--- src/rtl/alu_pkg.sv ---
// Shared definitions for the ALU sequencer: opcodes double as big-mux input indices.
package alu_pkg;

  localparam int WIDTH_DEF = 16;
  localparam int SEL_W_DEF = 3;
  localparam int ITER_W    = 4;

  localparam logic [2:0] OP_ADD = 3'd0;
  localparam logic [2:0] OP_SUB = 3'd1;
  localparam logic [2:0] OP_OR  = 3'd2;
  localparam logic [2:0] OP_AND = 3'd3;
  localparam logic [2:0] OP_XOR = 3'd4;
  localparam logic [2:0] OP_NOT = 3'd5;
  localparam logic [2:0] OP_SHL = 3'd6;
  localparam logic [2:0] OP_SHR = 3'd7;

  typedef enum logic [1:0] {
    ST_IDLE = 2'd0,
    ST_EXEC = 2'd1,
    ST_DONE = 2'd2
  } state_e;

endpackage

--- src/rtl/alu_op_sequencer.sv ---
// Single-issue ALU controller: latches operands, waits ALU_LAT per iteration,
// iterates the single-bit shifters, then holds the result until accepted.
module alu_op_sequencer
  import alu_pkg::*;
#(
  parameter int WIDTH   = WIDTH_DEF,
  parameter int SEL_W   = SEL_W_DEF,
  parameter int ALU_LAT = 1
) (
  input  logic             clk,
  input  logic             rstN,
  input  logic             cmdValid,
  output logic             cmdReady,
  input  logic [SEL_W-1:0] cmdOp,
  input  logic [WIDTH-1:0] cmdA,
  input  logic [WIDTH-1:0] cmdB,
  output logic [WIDTH-1:0] aluA,
  output logic [WIDTH-1:0] aluB,
  output logic [SEL_W-1:0] bigMuxSel,
  input  logic [WIDTH-1:0] aluResult,
  output logic             resValid,
  input  logic             resReady,
  output logic [WIDTH-1:0] resData,
  output logic             resZero,
  output logic             busy
);

  localparam int               LAT_W    = (ALU_LAT > 1) ? $clog2(ALU_LAT) : 1;
  localparam logic [LAT_W-1:0] LAT_LAST = LAT_W'(ALU_LAT - 1);

  state_e              state_q;
  logic [WIDTH-1:0]    aluA_q, aluB_q, resData_q;
  logic [SEL_W-1:0]    sel_q;
  logic                resValid_q;
  logic [LAT_W-1:0]    latCnt_q;
  logic [ITER_W-1:0]   iter_q;
  logic                isShift;

  assign isShift = (cmdOp == SEL_W'(OP_SHL)) || (cmdOp == SEL_W'(OP_SHR));

  always_ff @(posedge clk or negedge rstN) begin
    if (!rstN) begin
      state_q    <= ST_IDLE;
      aluA_q     <= '0;
      aluB_q     <= '0;
      sel_q      <= '0;
      resData_q  <= '0;
      resValid_q <= 1'b0;
      latCnt_q   <= '0;
      iter_q     <= '0;
    end else begin
      case (state_q)
        ST_IDLE: if (cmdValid) begin
          aluA_q   <= cmdA;
          sel_q    <= cmdOp;
          latCnt_q <= '0;
          if (isShift) begin
            // shifters are single-bit units driven from A only; B[3:0] is the count
            aluB_q <= '0;
            iter_q <= cmdB[ITER_W-1:0];
            if (cmdB[ITER_W-1:0] == '0) begin
              resData_q  <= cmdA;
              resValid_q <= 1'b1;
              state_q    <= ST_DONE;
            end else begin
              state_q <= ST_EXEC;
            end
          end else begin
            aluB_q  <= cmdB;
            iter_q  <= ITER_W'(1);
            state_q <= ST_EXEC;
          end
        end
        ST_EXEC: begin
          if (latCnt_q == LAT_LAST) begin
            latCnt_q <= '0;
            if (iter_q > ITER_W'(1)) begin
              aluA_q <= aluResult;
              iter_q <= iter_q - ITER_W'(1);
            end else begin
              resData_q  <= aluResult;
              resValid_q <= 1'b1;
              state_q    <= ST_DONE;
            end
          end else begin
            latCnt_q <= latCnt_q + LAT_W'(1);
          end
        end
        ST_DONE: if (resReady) begin
          resValid_q <= 1'b0;
          sel_q      <= '0;
          state_q    <= ST_IDLE;
        end
        default: state_q <= ST_IDLE;
      endcase
    end
  end

  assign cmdReady  = (state_q == ST_IDLE);
  assign busy      = (state_q != ST_IDLE);
  assign aluA      = aluA_q;
  assign aluB      = aluB_q;
  assign bigMuxSel = sel_q;
  assign resValid  = resValid_q;
  assign resData   = resData_q;
  assign resZero   = (resData_q == '0);

endmodule

--- config.mk ---
export PLATFORM = sky130hd
export DESIGN_NAME = alu_op_sequencer
export DESIGN_NICKNAME = d
export VERILOG_FILES = /design/src/rtl/alu_pkg.sv /design/src/rtl/alu_op_sequencer.sv
export SDC_FILE = /design/constraint.sdc
export NUM_CORES = 1
export LEC_CHECK = 0
export ABC_CLOCK_PERIOD_IN_PS = 4150
export CORE_MARGIN = 8
export CORE_UTILIZATION = 38
export CTS_CLUSTER_DIAMETER = 30
export DETAILED_ROUTE_END_ITERATION = 12
export PLACE_DENSITY = 0.74
export SKIP_LAST_GASP = 1
export SLEW_MARGIN = 5
export SYNTH_ARGS = -nofsm -noshare
export SYNTH_HDL_FRONTEND = slang
export SYNTH_SLANG_ARGS = --single-unit
--- constraint.sdc ---
create_clock -name clk -period 4.15 [get_ports clk]
set_clock_uncertainty 0.05 [all_clocks]
set_input_delay 0.83 -clock clk [delete_from_list [all_inputs] [get_ports clk]]
set_output_delay 0.83 -clock clk [all_outputs]
set_load 0.1 [all_outputs]
==> flow_metrics.tcl <==
set metrics [dict create \
    run_status "complete, no violations" \
    grt_max_degree 37 \
    hold_path.class "register to register" \
    place_hpwl_um 5730 \
    syn_avg_cell_area_sq_um 10.3 \
    overflow 0 \
    grtUsageTotal_pct 15.3 \
    critPathCaptureType "output pin" \
    worstHoldPathCells 2 \
    cts_resized 0 \
    drt_iter0_markers 117 \
    mostFrequentLayoutCell "clkdlybuf4s50_1" \
    final_cell_mix "clkdlybuf4s50_1 (107), nand2_1 (86), dfrtp_1 (58), mux2_2 (22), o21ai_0 (20)" \
    ys_ff_latch 58 \
    h-tree-depth 3 \
    synth_edf_count 0 \
    yosysTopAreaCellShare_pct 53.7 \
    register_area_sq_um 1450 \
    synth-seq-area-share_pct 53.7 \
    final_area_sq_um 4090 \
    num-nets-final 431 \
    syn-cell-area_sq_um 2700 \
    final_core_util_pct 59.8 \
    tightest_slew_ns 1.01 \
    ant_nets 0 \
    fp.dieW_um 100 \
    initial_core_util_pct 39.6 \
    cts_num_sinks 58 \
    multiInputGateArea_sq_um 1160 \
    dr.pass1.iters 4 \
    syn-instance-count 263 \
    totalWireLength_um 7670 \
    rsz0062_at_grt "no" \
    grt_pass1_wl_um 12100 \
    synth_cell_types 33 \
    portBuffers 109 \
    fillCellCount 616 \
    num_vias 2257 \
    crit_arrival_ns 2.26 \
    worstPathCellList "nor2_1 > clkdlybuf4s50_1" \
    max_slew_margin_pct 32.4 \
    die_height_um 100 \
    antenna_found_initial 0 \
    rows 30 \
    cts_tree "done" \
    routed_via_density 4.75 \
    clkLatencyLatePin_ns 0.32 \
    drive_gt1_share_pct 14.8 \
    area_growth_pct 51.2 \
    wl_per_cell_um 16.1 \
    die_area_sq_um 10100 \
    synth_warnings 0 \
    synth.area.top_cells "dfrtp_1 (54%), nand2_1 (12%), mux2_2 (9.2%), mux2_4 (5.6%), o21ai_0 (3.7%)" \
    critPathRequiredTime_ns 3.27 \
    cts_setup_buffers 0 \
    grt_pass1_vias 2356 \
    numCtsBuffers 9 \
    fp.coreArea_sq_um 6830 \
    drc_errors 0 \
    yosysTopAreaCell "dfrtp_1" \
    dp.cells 459 \
    finalHoldViolations 0 \
    worst_path_max_delay_cell "clkdlybuf4s50_1" \
    path_class "register to output pin" \
    setup_violations 0 \
    r2r_cells 6 \
    cpPeakStageDelay_ns 1.18 \
    final.setup.tns_ns 0 \
    ioPinCount 110 \
    hold_buffers 0 \
    stdcell_count 475 \
    worst-path-max-fanout 12 \
    final.period_utilization_pct 75.8 \
    diodes 0 \
    ys.flop_type "dfrtp_1" \
    slew_viol_final 0 \
    max-cap-violations 0 \
    syn-num-nets 320 \
    clockRootBuffer "clkbuf_8" \
    start_kind "register" \
    clk_path_buf_depth 2 \
    period_needed_ns 3.14 \
    cts.clk_slew.worst_paths_ns 0.07 \
    async_flop_share_pct 100 \
    placed_area_sq_um 3860 \
    fmax_ghz 0.318 \
    routabilityCongestion 0.743 \
]
registers in the layout (all words and copies together) (netlist names):
| register | cells |
|---|---|
| resValid | 1 |
| bigMuxSel | 3 |
| iter_q | 4 |
| aluB | 16 |
| state_q | 2 |
| resData | 16 |
| aluA | 16 |
Yosys cell counts (2+ instances only):
cell type	n
inv_1	4
ha_1	2
mux2_2	22
nor4_1	5
clkbuf_1	6
nor2b_1	5
o21ai_0	20
and2_1	3
mux2_4	10
o31ai_1	2
nor3_1	3
buf_2	5
a31oi_1	3
a21oi_1	7
nand2_1	86
nor2_1	6
dfrtp_1	58
logic make-up (layout without fill, tap and decap cells):
logic type	after synthesis	in the layout	synth area share, %
AOI/OAI and AO/OA	40	40	9.12
adders and majority gates	2	2	0.926
DFF	58	58	53.7
buffers and inverters	17	133	3.33
and+or+nand+nor	113	113	17.8
muxes	33	33	15.1
final timing paths:
check | start | slack, ns | to
max | state_q[1] | 1.01 | cmdReady
min | aluB[0] | 0.43 | aluB[0]
max reg2reg | iter_q[0] | 1.65 | resData[1]
min reg2reg | aluB[0] | 0.43 | aluB[0]
max in group asynchronous | rstN | 2.71 | resData[12]
min in group asynchronous | rstN | 0.47 | aluA[7]
area by class of cell:
| cell class | instances | area share, % |
|---|---|---|
| clock buffers | 13 | 4.38 |
| clock inverters | 3 | 1.10 |
| inverters | 4 | 0.368 |
| multi-input cells | 188 | 28.4 |
| flip-flops and latches | 58 | 35.5 |
| well taps | 96 | 2.94 |
| repair buffers | 113 | 27.3 |
metal layers:
layer  global-route usage (%)  share of wire, %  wire [um]  vias to the layer above
met2                     25.5                51       3890                       68
met5                        0                 0          0                        -
met1                     18.2                42       3260                     1072
met4                     6.51               1.4        108                        0
met3                     3.74               5.4        417                        6
li1                         -                 -          -                     1111
worst max-delay path: cells and delay by family (launching register included):
family,cells,cell delay [ns]
buffers and inverters,1,1.18
DFF,1,0.52
and+or+nand+nor,1,0.24
stage by stage:
step	hold WS [ns]	setup WS [ns]
floorplan	0.473	0.520
CTS	0.433	1.01
detailed placement	0.418	1.03
finish	0.426	1.01
global route	0.449	0.913
global placement	0.412	1.14
Power is not shown: default switching activity piles up to over one toggle a cycle in this logic, so the estimate is an artifact.
